==> config.mk <==
export PLATFORM = sky130hd
export DESIGN_NAME = arst_issue_seq
export DESIGN_NICKNAME = d
export VERILOG_FILES = /design/src/rtl/arst_issue_seq.sv
export SDC_FILE = /design/constraint.sdc
export NUM_CORES = 1
export LEC_CHECK = 0
export BUFFER_PORTS_ARGS = -buffer_cell sky130_fd_sc_hd__buf_2
export CAP_MARGIN = 5
export CORE_MARGIN = 4
export CORE_UTILIZATION = 47
export CTS_CLUSTER_SIZE = 16
export DETAILED_ROUTE_END_ITERATION = 8
export GPL_TIMING_DRIVEN = 1
export PLACE_DENSITY = 0.69
export SETUP_SLACK_MARGIN = 0.4
export SLEW_MARGIN = 20
export SYNTH_ARGS = -nofsm -noshare
export SYNTH_HDL_FRONTEND = slang
export SYNTH_SLANG_ARGS = --single-unit
export TNS_END_PERCENT = 30
==> constraint.sdc <==
create_clock -name clk_i -period 1.8 [get_ports clk_i]
set_input_delay 0.27 -clock clk_i [delete_from_list [all_inputs] [get_ports clk_i]]
set_output_delay 0.27 -clock clk_i [all_outputs]
set_load 0.05 [all_outputs]
==> src/rtl/arst_issue_seq.sv <==
// Reset issuer/sequencer: drives async resets into remote clock domains and waits on their acks.
// Define ARST_ISSUE_TIMEOUT_EN to bound the ack waits with timeout_cycles_p and report err_o.
module arst_issue_seq #(
  parameter int unsigned num_domains_p    = 2,
  parameter int unsigned hold_cycles_p    = 16,
  parameter int unsigned timeout_cycles_p = 1024
) (
  input  logic                     clk_i,
  input  logic                     async_reset_i,
  input  logic                     req_v_i,
  output logic                     req_ready_o,
  output logic [num_domains_p-1:0] domain_reset_o,
  input  logic [num_domains_p-1:0] domain_ack_i,
  output logic                     busy_o,
  output logic                     done_o,
  output logic                     err_o
);

  if (num_domains_p < 1 || hold_cycles_p < 1 || timeout_cycles_p < 1) begin : g_param_check
    $error("arst_issue_seq: num_domains_p, hold_cycles_p and timeout_cycles_p must be >= 1");
  end

  typedef enum logic [2:0] {
    ST_IDLE,
    ST_ASSERT,
    ST_HOLD,
    ST_RELEASE,
    ST_DONE
  } state_e;

  localparam int unsigned HW = $clog2(hold_cycles_p + 1);
  localparam logic [HW-1:0] HOLD_LAST = HW'(hold_cycles_p - 1);

  state_e                   state, state_n;
  logic [HW-1:0]            hold_cnt, hold_cnt_n;
  logic [num_domains_p-1:0] ack_meta, ack_s;
  logic [num_domains_p-1:0] rst_q;

  // Synchronizers power up "in reset" so the post-reset release waits for real acks to fall.
  always_ff @(posedge clk_i or posedge async_reset_i) begin
    if (async_reset_i) begin
      ack_meta <= '1;
      ack_s    <= '1;
    end else begin
      ack_meta <= domain_ack_i;
      ack_s    <= ack_meta;
    end
  end

`ifdef ARST_ISSUE_TIMEOUT_EN
  localparam int unsigned TW = $clog2(timeout_cycles_p + 1);
  localparam logic [TW-1:0] TO_LAST = TW'(timeout_cycles_p - 1);

  logic [TW-1:0] to_cnt, to_cnt_n;
  logic          err_q, err_n;
  logic          to_hit;

  assign to_hit = (to_cnt == TO_LAST);
`endif

  always_comb begin
    state_n    = state;
    hold_cnt_n = hold_cnt;
    unique case (state)
      ST_IDLE:    if (req_v_i) state_n = ST_ASSERT;
      ST_ASSERT: begin
        if (&ack_s) begin
          state_n    = ST_HOLD;
          hold_cnt_n = '0;
        end
      end
      ST_HOLD: begin
        if (hold_cnt != '1) hold_cnt_n = hold_cnt + 1'b1;
        if (hold_cnt == HOLD_LAST) state_n = ST_RELEASE;
      end
      ST_RELEASE: if (~|ack_s) state_n = ST_DONE;
      ST_DONE:    state_n = ST_IDLE;
      default:    state_n = ST_HOLD;
    endcase

`ifdef ARST_ISSUE_TIMEOUT_EN
    // Timeout only overrides a wait whose ack condition is unmet, so a same-cycle ack wins.
    to_cnt_n = to_cnt;
    err_n    = err_q;
    if ((state == ST_ASSERT || state == ST_RELEASE) && to_cnt != '1)
      to_cnt_n = to_cnt + 1'b1;
    unique case (state)
      ST_ASSERT: begin
        if (!(&ack_s) && to_hit) begin
          state_n = ST_RELEASE;
          err_n   = 1'b1;
        end
      end
      ST_RELEASE: begin
        if ((|ack_s) && (err_q || to_hit)) begin
          state_n = ST_DONE;
          err_n   = 1'b1;
        end
      end
      ST_DONE: err_n = 1'b0;
      default: ;
    endcase
    if (state_n != state && (state_n == ST_ASSERT || state_n == ST_RELEASE))
      to_cnt_n = '0;
`endif
  end

  always_ff @(posedge clk_i or posedge async_reset_i) begin
    if (async_reset_i) begin
      state    <= ST_HOLD;
      hold_cnt <= '0;
      rst_q    <= '1;
    end else begin
      state    <= state_n;
      hold_cnt <= hold_cnt_n;
      rst_q    <= {num_domains_p{(state_n == ST_ASSERT) || (state_n == ST_HOLD)}};
    end
  end

`ifdef ARST_ISSUE_TIMEOUT_EN
  always_ff @(posedge clk_i or posedge async_reset_i) begin
    if (async_reset_i) begin
      to_cnt <= '0;
      err_q  <= 1'b0;
    end else begin
      to_cnt <= to_cnt_n;
      err_q  <= err_n;
    end
  end

  assign err_o = (state == ST_DONE) && err_q;
`else
  assign err_o = 1'b0;
`endif

  assign domain_reset_o = rst_q;
  assign busy_o         = (state != ST_IDLE);
  assign req_ready_o    = (state == ST_IDLE);
  assign done_o         = (state == ST_DONE);

endmodule

After elaboration in Yosys (flattened, before gate mapping) --
Cells that the tools add are included. W data, S select, Z words.
Operators by class: $add $sub $neg 1, equal/unequal tests 10, muxes and demuxes 8, reduce and logical (&&, ||, !) cells 7
Operators by type and width (count):
- $pmux W3 S5 | 1
- $mux W3 | 4
- $mux W5 | 2
- $pmux W5 S2 | 1
- $eq A3 B2 Y1 const B | 3
- $eq A3 B1 Y1 const B | 2
- $add A5 B1 Y5 const B | 1
- $eq A5 B4 Y1 const B | 1
- $ne A5 B5 Y1 const B | 1
- $ne A2 B2 Y1 const B | 2
- $eq A3 B3 Y1 const B | 1
- $logic_not A3 Y1 | 1
- $reduce_and A3 Y1 | 1
- $reduce_bool A3 Y1 | 1
- $reduce_and A2 Y1 | 1
- $reduce_bool A2 Y1 | 1
- $reduce_or A2 Y1 | 1
- $logic_or A1 B1 Y1 | 1
Word-level totals: flip-flop bits (word level) 13, input bits 5, output and inout bits 6, word-level logic and storage cells 31

Depth between registers and ports, before layout --
Gate-level depths: netlist (run 1).
depth after elaboration 5, gate-level depth with buffers 6, depth with buffers taken out 6

Worst setup path after synthesis (run 1) --
No wires, ideal clock.
path type reg-to-output, start point register state[0], end point output done_o, arrival 1677 ps, required time 1530 ps, path slack -147 ps, cell stages (with the launch flop) 3, path buffers 1, cell sequence dfrtp_1 buf_2 nor3_1
Between the ends: longest elaborated chain between the ends 1
RTL lines:
- from (decl) | RTL line 34 | state_e state, state_n;
- from (signal assigned) | RTL line 114 | state <= state_n;
- $eq A3 B3 Y1 | RTL line 139 | assign done_o = (state == ST_DONE);
- to (decl) | RTL line 15 | output logic done_o,
No other way between the ends.

Final worst setup path (run 1) --
start point register hold_cnt[1], end point register hold_cnt[4]
Between the ends: longest elaborated chain between the ends 3, elaborated cells on any way between the ends 6, classes of those cells 1 x add/sub; 2 x eq/ne; 2 x mux; 1 x reduce/logical
RTL lines:
- from (decl) | RTL line 35 | logic [HW-1:0] hold_cnt, hold_cnt_n;
- from (signal assigned) | RTL line 115 | hold_cnt <= hold_cnt_n;
- $add A5 B1 Y5 or $ne A5 B5 Y1 (tied branches) | RTL line 73 | if (hold_cnt != '1) hold_cnt_n = hold_cnt + 1'b1;
- $mux W5 or $ne A2 B2 Y1 (tied branches)
- $pmux W5 S2 or $reduce_and A3 Y1 (tied branches)
Several ways; a longest one is shown, not always the timed one. The select of a mux whose other input is x is not followed. A chain may end at the register's enable or synchronous reset.

==> out/metrics.csv, run 1 <==
metric,value,unit
outcome,finished with violations,
violated checks,hold timing,
critical path peak fanout,2,
vias after detailed routing,585,
clock buffer depth,2,
area added between synthesis and finish,32.4,%
distinct cell type count after synthesis,35,
fraction of final layout cells sized beyond drive strength 1,54.4,%
main combinational cell family by area after synthesis,simple AND/OR/NAND/NOR gates,
Worst Path Required,1.98,ns
number of enable-type register cells in the synthesized netlist,0,
Hold/Removal Path Class,in2async,
area enclosed by the die boundary,2180,um^2
buffering stage count on the worst path with inverters included,0,
kind of cell adding the most delay to the critical path,compound AO/OA/AOI/OAI gates,
worst IR drop on VDD,0.000910,V
cell types with the highest counts after synthesis,"nor2_1 (8), dfrtp_1 (7), dfstp_2 (6), inv_1 (6), a21oi_1 (4)",
number of warnings reported in the yosys synthesis log,0,
largest cells by area after synthesis,"dfrtp_1 (25%), dfstp_2 (22%), ha_1 (5.3%)",
DRC marker count from the first detailed-route iteration,17,
leak pwr,0.412,nW
post-synthesis async set-or-reset flop share,100,%
cell total after placement,88,
root buffer cell,clkbuf_4,
I/O pin total,11,
highest metal used,met4,
post-synthesis register bit count,13,
wire length reported by the detailed router,1.52,mm
standard cell core area,1350,um^2
Arrival @ worst endpoint,1.92,ns
starting density of the core,52.1,%
number of hold-repair buffers added at the cts stage,0,
hpwl dp,910,um
compound-cell area share of the yosys netlist,13.7,%
register area share after synthesis,47.3,%
shortest clock period the worst path allows after layout,1.74,ns
average via count per standard cell,5.57,
final core utilization,69.0,%
Synth Instances,67,
antenna violations before repair,0,
post-synthesis xor/xnor area fraction,1.25,%
top-count cell post-synth,nor2_1,
number of nets at the end of the flow,99,
setup repair after global routing missed its margin,yes,
worst rel slew slack,66.1,%
DR DRC count,0,
final hold slack,-0.00484,ns
Clock H-tree levels,1,
post-synthesis mux area share,1.42,%
detailed-route wire length on metal 1,640,um
simple-gate portion of the synthesized area,21.7,%
Yosys top cell by area,dfrtp_1,
TritonCTS clock tree,built,
maximum number of pins on one net before global-route repair,14,
Peak Freq,0.574,GHz
CP startpoint kind,flop,
wire length of the first global-routing pass,2.34,mm
critical path's slowest cell,dfrtp_1,
worst slew pin tran,0.508,ns
height of the die,46.7,um
last weighted congestion value of the routability-driven placer,0.794,
worst clock skew,0.00208,ns
Overflow after GRT,0,
Met2 Wirelength,705,um
"Worst Path Class, Setup",reg2reg,
Die Span X,46.7,um
total setup violations reported at the end of the flow,0,
clock insertion delay at the later pin of the skew report,0.29,ns
max cap viols,0,
fin. max-slew vios,0,
Critical Path Max Stage Delay,0.40,ns
area of the multi-input gates,357,um^2
ordered cell list for the critical path,ha_2 > and3_4 > ha_4 > nor3b_4 > a41oi_2 > a221o_1,
total global routing track utilization,15.7,%
total inserted antenna cells,0,
total clock sinks,13,
share of Yosys cell area claimed by the top area cell type,24.9,%
number of buffers added by the clock tree synthesis step,3,
Wirelength per Cell,14.5,um
Detail Route met3 WL,126,um
synthesized netlist net count,75,
number of port buffers,9,
final hold violation count,7,
drt first pass iters,4,
leading register cell type out of synthesis,dfrtp_1,
Worst Setup End Kind,flop,
Worst-path clk slew,0.08,ns
fill cell count,107,
antenna-violating nets left,0,
Post-Syn Area,703,um^2
final non-filler cell total,105,
number of global-route vias before repair,525,
post-synthesis area per instance,10.5,um^2
sequential standard cell area,334,um^2
period utilisation layout,96.8,%
power density cells,1560,nW/um^2
fraction of the mapped netlist area in adder cells,5.34,%
# rows,13,
flip-flops by register name (all words and copies together) (netlist names):
name	cells
hold_cnt	5
state	3
ack_meta	2
ack_s	2
domain_reset_o	1
per-layer routing:
| metal | vias up | track usage, % |
|---|---|---|
| li1 | 278 | - |
| met2 | 31 | 25.8 |
| met1 | 271 | 18.6 |
| met4 | 0 | 9.94 |
| met3 | 5 | 2.73 |
| met5 | - | 0 |
kinds of logic after synthesis:
logic type	Yosys count
compound gates	13
xor+xnor	1
fa+ha+maj	3
buf+inv	11
flops	13
mux	1
other cells	1
simple gates	24
layout make-up:
class	instances	area share, %
Timing Repair Buffer	24	18.0
Clock buffer	3	2.42
Sequential cell	13	35.9
Clock inverter	1	0.538
Tap cell	15	2.02
Multi-Input combinational cell	43	38.3
Inverter	6	2.82
layout by cell type, fill, tap and decap left out, types with 2 or more instances in the layout:
master / Yosys / routed
nor3_2: 1 / 2
dfstp_2: 6 / 6
nand2_1: 2 / 2
o311ai_0: 2 / 2
a21oi_1: 4 / 4
dfrtp_1: 7 / 6
buf_2: 1 / 8
clkbuf_4: 0 / 3
buf_4: 3 / 15
nor2_1: 8 / 8
inv_1: 6 / 5
what timing repair did:
action / 4_1_cts / 5_1_grt
pin swaps: 2 / 2
setup buffers: 8 / 5
resized for setup: 5 / 1
setup endpoints to repair: 9 / 10
path summary, 6_finish.rpt:
check                                        start                       to  depth (start not counted)  slack (ns)
setup / recovery           hold_cnt[1]$_DFFE_PP0P_  hold_cnt[4]$_DFFE_PP0P_                          6        0.06
hold / removal                       async_reset_i  hold_cnt[0]$_DFFE_PP0P_                          2      -0.005
setup reg to reg           hold_cnt[1]$_DFFE_PP0P_  hold_cnt[4]$_DFFE_PP0P_                          6        0.06
hold reg to reg              ack_meta[1]$_DFF_PP1_       ack_s[1]$_DFF_PP1_                          0        0.36
max in group asynchronous            async_reset_i       state[2]$_DFF_PP0_                          2        1.44
min in group clk_i                 domain_ack_i[0]    ack_meta[0]$_DFF_PP1_                          1        0.07
through the flow:
stage / area [um^2] / setup TNS [ns] / worst slack, ns / total power [mW]
final: 931 / 0 / 0.0577 / 1.46
after global routing: 931 / -0.0103 / -0.0103 / 1.54
after CTS: 886 / 0 / 0.0752 / 1.37
after detailed placement: 781 / -0.00963 / -0.00963 / 1.05
after global placement: 781 / 0 / 0.0252 / 1.04
after floorplan: 741 / 0 / 0.137 / 0.951
report_power, final:
part / total, mW / leakage, nW / internal (mW) / switching [mW]
Sequential: 0.437 / 0.153 / 0.381 / 0.0561
Clock: 0.188 / 0.0177 / 0.0827 / 0.105
Combinational: 0.831 / 0.241 / 0.372 / 0.459
(Power assumes the default switching activity.)
==> inputs of run 2 (changes only) <==
--- a/config.mk
+++ b/config.mk
@@ -7,7 +7,6 @@
 export LEC_CHECK = 0
 export BUFFER_PORTS_ARGS = -buffer_cell sky130_fd_sc_hd__buf_2
 export CAP_MARGIN = 5
-export CORE_MARGIN = 4
 export CORE_UTILIZATION = 47
 export CTS_CLUSTER_SIZE = 16
 export DETAILED_ROUTE_END_ITERATION = 8
==> out/metrics.csv, run 2 (synthesized netlist as in run 1, its figures left out) <==
metric,value,unit,change
final hold slack,-0.0126,ns,-0.00771 ns
outcome,finished with violations,,
met3 track demand over resource,4.89,%,+2.2 points
drt first pass iters,4,,unchanged
power density cells,1540,nW/um^2,-1.2%
Clock H-tree levels,1,,unchanged
Worst Path Required,1.97,ns,about the same
I/O pin total,11,,unchanged
DRC marker count from the first detailed-route iteration,24,,+7
worst IR drop on VDD,0.000908,V,-0.19%
final non-filler cell total,101,,-3.8%
antenna-violating nets left,0,,unchanged
total inserted antenna cells,0,,unchanged
Die Span X,40.7,um,-13%
Top reg by flops,hold_cnt,,
number of global-route vias before repair,491,,-6.5%
standard cell core area,1350,um^2,unchanged
shortest clock period the worst path allows after layout,1.78,ns,+0.0332 ns
endpoint of the worst-slack reg-to-reg timing path,hold_cnt[4]$_DFFE_PP0P_,,
cell total after placement,88,,unchanged
critical path's slowest cell,dfrtp_1,,
Peak Freq,0.563,GHz,-1.9%
total clock sinks,13,,unchanged
"Worst Path Class, Setup",reg2reg,,
total global routing track utilization,21.8,%,+6.1 points
CP startpoint kind,flop,,
setup repair after global routing missed its margin,yes,,
busiest metal layer after global routing,met2,,
clock buffer depth,2,,unchanged
max cap viols,0,,unchanged
area enclosed by the die boundary,1650,um^2,-24%
ordered cell list for the critical path,ha_2 > and3_4 > ha_4 > nor3b_4 > a41oi_2 > a221o_1,,
fin. max-slew vios,0,,unchanged
last weighted congestion value of the routability-driven placer,0.725,,-8.7%
final core utilization,66.7,%,-2.2 points
number of buffers added by the clock tree synthesis step,3,,unchanged
Critical Path Max Stage Delay,0.40,ns,about the same
leak pwr,0.391,nW,-5.0%
worst slack after detailed placement,0.00383,ns,+0.0135 ns
highest-count cells in the layout ignoring fill and taps,"buf_4 (11), nor2_1 (8), buf_2 (8)",,
wire length of the first global-routing pass,2.21,mm,-5.3%
number of nets at the end of the flow,95,,-4.0%
DR DRC count,0,,unchanged
post-route worst setup slack,0.0245,ns,-0.0332 ns
worst clock skew,0.00477,ns,+0.00268 ns
clock insertion delay at the later pin of the skew report,0.28,ns,about the same
antenna violations before repair,0,,unchanged
maximum number of pins on one net before global-route repair,14,,unchanged
wire length reported by the detailed router,1.40,mm,-7.6%
origin of the critical flop-to-flop path,hold_cnt[1]$_DFFE_PP0P_,,
average via count per standard cell,5.83,,+4.7%
slack of the worst reg-to-reg path,0.02,ns,-0.03 ns
TritonCTS clock tree,built,,
"leading cell type in the layout, fill and taps excluded",buf_4,,
Worst Setup End Kind,flop,,
grt met2 use,33.7,%,+7.9 points
vias after detailed routing,589,,+0.68%
number of hold-repair buffers added at the cts stage,0,,unchanged
area added between synthesis and finish,28.1,%,
violated checks,hold timing,,
flip-flop count of the largest register after layout,5,,unchanged
Critical Path Start,hold_cnt[1]$_DFFE_PP0P_,,
registers with the most flip-flops,"hold_cnt (5), state (3)",,
root buffer cell,clkbuf_4,,
hpwl dp,838,um,-8.0%
worst reg2reg path depth,6,,unchanged
Worst-path clk slew,0.09,ns,about the same
starting density of the core,52.1,%,unchanged
final hold violation count,7,,unchanged
period utilisation layout,98.6,%,+1.8 points
critical path peak fanout,3,,+1
# rows,13,,unchanged
Overflow after GRT,0,,unchanged
number of port buffers,9,,unchanged
Global Route met1 Usage,29.0,%,+10 points
fraction of final layout cells sized beyond drive strength 1,52.3,%,-2.1 points
Hold/Removal Path Class,in2async,,
Wirelength per Cell,13.9,um,-3.9%
height of the die,40.7,um,-13%
total setup violations reported at the end of the flow,0,,unchanged
Arrival @ worst endpoint,1.95,ns,+0.03 ns
==> run 2: cell count changes in the layout (fill, tap and decap cells not counted) <==
| cell | change |
|---|---|
| buf_4 | -4 |
==> run 2: worst max path at each step <==
| stage | slack (ns) | to | cells past startpoint |
|---|---|---|---|
| 3_5_place_dp | 0.004 | hold_cnt[4]$_DFFE_PP0P_ | 6 |
| 2_1_floorplan | 0.14 | hold_cnt[4]$_DFFE_PP0P_ | 6 |
| 5_1_grt | -0.0003 | hold_cnt[4]$_DFFE_PP0P_ | 6 |
| 6_report | 0.02 | hold_cnt[4]$_DFFE_PP0P_ | 6 |
| 3_3_place_gp | 0.03 | hold_cnt[4]$_DFFE_PP0P_ | 6 |
| 4_1_cts | 0.06 | hold_cnt[3]$_DFFE_PP0P_ | 6 |
==> run 2: cell type report <==
class | count | area, um^2
fill | 96 | 449
clock buffer | 3 | 22.5
tap | 15 | 18.8
clock inverter | 1 | 5.00
timing repair buffer | 20 | 138
inverter | 6 | 26.3
sequential | 13 | 334
multi-input combinational | 43 | 357
==> run 2: worst max-delay path, delay by kind of cell (launching register included) <==
family	cells	cell delay [ns]
AO/OA/AOI/OAI	2	0.46
AND/OR/NAND/NOR	2	0.42
flip-flops	1	0.40
adder cells (fa/ha/maj)	2	0.37
==> run 2: what timing repair did <==
item,CTS,global route
buffers inserted,7,2
endpoints found under the setup margin,9,11
pin swaps,2,2
resized for setup,5,1
==> run 2: routing by layer <==
metal,share of wire (%),vias to the layer above
li1,-,270
met1,44,274
met2,48,35
met3,5.6,10
met4,2.9,0
met5,0,-
==> run 2: report_power, final <==
group	total (mW)	switching (mW)	internal, mW
combinational	0.771	0.440	0.331
clock	0.184	0.102	0.0825
sequential	0.436	0.0551	0.381
==> run 2: stage by stage <==
| stage | total power, mW | setup TNS [ns] | hold slack, ns | cell area (um^2) |
|---|---|---|---|---|
| after floorplan | 0.951 | 0 | 0.143 | 741 |
| after global placement | 1.04 | 0 | 0.315 | 781 |
| after detailed placement | 1.04 | 0 | 0.315 | 781 |
| after CTS | 1.35 | 0 | 0.00982 | 878 |
| after global routing | 1.49 | -0.000310 | 0.0334 | 901 |
| final | 1.39 | 0 | -0.0126 | 901 |
==> inputs of run 3 (changes only) <==
--- a/config.mk
+++ b/config.mk
@@ -10,7 +10,7 @@
 export CORE_UTILIZATION = 47
 export CTS_CLUSTER_SIZE = 16
 export DETAILED_ROUTE_END_ITERATION = 8
-export GPL_TIMING_DRIVEN = 1
+export GPL_TIMING_DRIVEN = 0
 export PLACE_DENSITY = 0.69
 export SETUP_SLACK_MARGIN = 0.4
 export SLEW_MARGIN = 20
==> out/metrics.csv, run 3 (synthesized netlist as in run 1, its figures left out) <==
metric,value,unit,change
setup repair after global routing missed its margin,yes,,
post-route worst setup slack,0.0993,ns,+0.0748 ns
buffering stage count on the worst path with inverters included,0,,unchanged
violated checks,hold timing,,
number of hold-repair buffers added at the cts stage,0,,unchanged
number of port buffers,9,,unchanged
final non-filler cell total,106,,+5.0%
Hold/Removal Path Class,in2async,,
antenna-violating nets left,0,,unchanged
area enclosed by the die boundary,1650,um^2,unchanged
final hold violation count,7,,unchanged
worst clock skew,0.00296,ns,-0.00181 ns
highest-count cells in the layout ignoring fill and taps,"buf_4 (14), nor2_1 (8), buf_2 (7)",,
registers with the most flip-flops,"hold_cnt (5), state (3)",,
Peak Freq,0.588,GHz,+4.4%
outcome,finished with violations,,
power density cells,1560,nW/um^2,+1.3%
period utilisation layout,94.5,%,-4.2 points
total clock sinks,13,,unchanged
Clock H-tree levels,1,,unchanged
Top reg by flops,hold_cnt,,
internal power consumption,884,uW,+11%
Wirelength per Cell,14.1,um,+1.5%
standard cell core area,1350,um^2,unchanged
sequential standard cell area,334,um^2,unchanged
cell total after placement,91,,+3.4%
Setup TNS Final,0,ns,unchanged
antenna violations before repair,0,,unchanged
Overflow after GRT,0,,unchanged
TritonCTS clock tree,built,,
CP startpoint kind,flop,,
average via count per standard cell,5.36,,-8.1%
Worst Setup End Kind,flop,,
final hold slack,-0.0117,ns,+0.000895 ns
starting density of the core,52.1,%,unchanged
wire length of the first global-routing pass,2.05,mm,-7.5%
combinational share of power,58.9,%,+3.5 points
leak pwr,0.432,nW,+10%
portion of total power attributed to sequential cells,29.0,%,-2.3 points
number of nets at the end of the flow,100,,+5.3%
Die Span X,40.7,um,unchanged
total global routing track utilization,20.3,%,-1.5 points
critical path's slowest cell,dfrtp_1,,
cell area after layout,968,um^2,+7.5%
fill cell count,109,,+14%
Post-DP Area,805,um^2,+3.0%
"Worst Path Class, Setup",reg2reg,,
wire length reported by the detailed router,1.49,mm,+6.5%
Critical Path Max Stage Delay,0.40,ns,about the same
# rows,13,,unchanged
part of the total power dissipated in the clock network,12.1,%,-1.1 points
critical path peak fanout,2,,-1
number of buffers added by the clock tree synthesis step,3,,unchanged
number of global-route vias before repair,482,,-1.8%
DRC marker count from the first detailed-route iteration,8,,-67%
"leading cell type in the layout, fill and taps excluded",buf_4,,
ordered cell list for the critical path,ha_2 > and3_4 > ha_4 > nor3b_4 > a41oi_1 > a221o_1,,
clock insertion delay at the later pin of the skew report,0.28,ns,about the same
Worst Path Required,1.97,ns,about the same
area added between synthesis and finish,37.7,%,
kind of cell adding the most delay to the critical path,compound AO/OA/AOI/OAI gates,,
Worst-path clk slew,0.08,ns,about the same
DR DRC count,0,,unchanged
max cap viols,0,,unchanged
area of the multi-input gates,369,um^2,+3.5%
fin. max-slew vios,0,,unchanged
shortest clock period the worst path allows after layout,1.70,ns,-0.0748 ns
flip-flop count of the largest register after layout,5,,unchanged
vias after detailed routing,568,,-3.6%
final core utilization,71.7,%,+5.0 points
total setup violations reported at the end of the flow,0,,unchanged
height of the die,40.7,um,unchanged
root buffer cell,clkbuf_4,,
I/O pin total,11,,unchanged
drt first pass iters,4,,unchanged
Switching Fraction,41.7,%,-1.3 points
total inserted antenna cells,0,,unchanged
post-layout total power,1.51,mW,+8.8%
last weighted congestion value of the routability-driven placer,0.738,,+1.8%
maximum number of pins on one net before global-route repair,14,,unchanged
switching power of the nets,631,uW,+5.6%
hpwl dp,866,um,+3.4%
Arrival @ worst endpoint,1.87,ns,-0.08 ns
worst slack after detailed placement,0.0177,ns,+0.0139 ns
fraction of final layout cells sized beyond drive strength 1,57.1,%,+4.8 points
clock buffer depth,2,,unchanged
worst IR drop on VDD,0.00102,V,+13%
==> run 3: metal layers <==
layer,GRT usage [%],routed length (um),up-vias,share of wire (%)
li1,-,-,283,-
met3,4.89,51,4,3.4
met1,26.0,714,266,48
met5,0,0,-,0
met4,15.8,44,0,2.9
met2,29.0,683,15,46
==> run 3: worst reg2reg max path, delay by kind of cell (launching register included) <==
kind / cells / cell delay [ns]
flops: 1 / 0.40
fa+ha+maj: 2 / 0.37
compound gates: 2 / 0.43
simple gates: 2 / 0.39
==> run 3: repair_timing <==
item / 4_1_cts / 5_1_grt
setup buffers: 9 / 2
resized for setup: 12 / 2
setup endpoints to repair: 10 / 10
pin swaps: 4 / 5
==> run 3: layout make-up <==
type,count,area share [%]
Inverter,6,2.71
Clock inverter,1,0.517
Multi-Input combinational cell,43,38.1
Clock buffer,3,2.33
Timing Repair Buffer,20,15.2
Buffer,5,4.65
Tap cell,15,1.94
Sequential cell,13,34.5
==> run 3: worst paths after layout <==
path / startpoint / endpoint / cells past startpoint / slack, ns
max reg2reg: hold_cnt[1]$_DFFE_PP0P_ / hold_cnt[4]$_DFFE_PP0P_ / 6 / 0.1
min in group clk_i: domain_ack_i[1] / ack_meta[1]$_DFF_PP1_ / 1 / 0.08
max: hold_cnt[1]$_DFFE_PP0P_ / hold_cnt[4]$_DFFE_PP0P_ / 6 / 0.1
max in group asynchronous: async_reset_i / state[0]$_DFF_PP0_ / 2 / 1.46
min reg2reg: ack_meta[1]$_DFF_PP1_ / ack_s[1]$_DFF_PP1_ / 0 / 0.36
min: async_reset_i / hold_cnt[0]$_DFFE_PP0P_ / 2 / -0.01
==> run 3: power by group through the flow <==
| stage | clock (mW) | combinational (mW) | sequential (mW) |
|---|---|---|---|
| final | 0.184 | 0.892 | 0.439 |
| after global routing | 0.202 | 0.948 | 0.449 |
| after CTS | 0.188 | 0.847 | 0.437 |
| after detailed placement | 0 | 0.598 | 0.462 |
| after global placement | 0 | 0.594 | 0.459 |
| after floorplan | 0 | 0.469 | 0.482 |
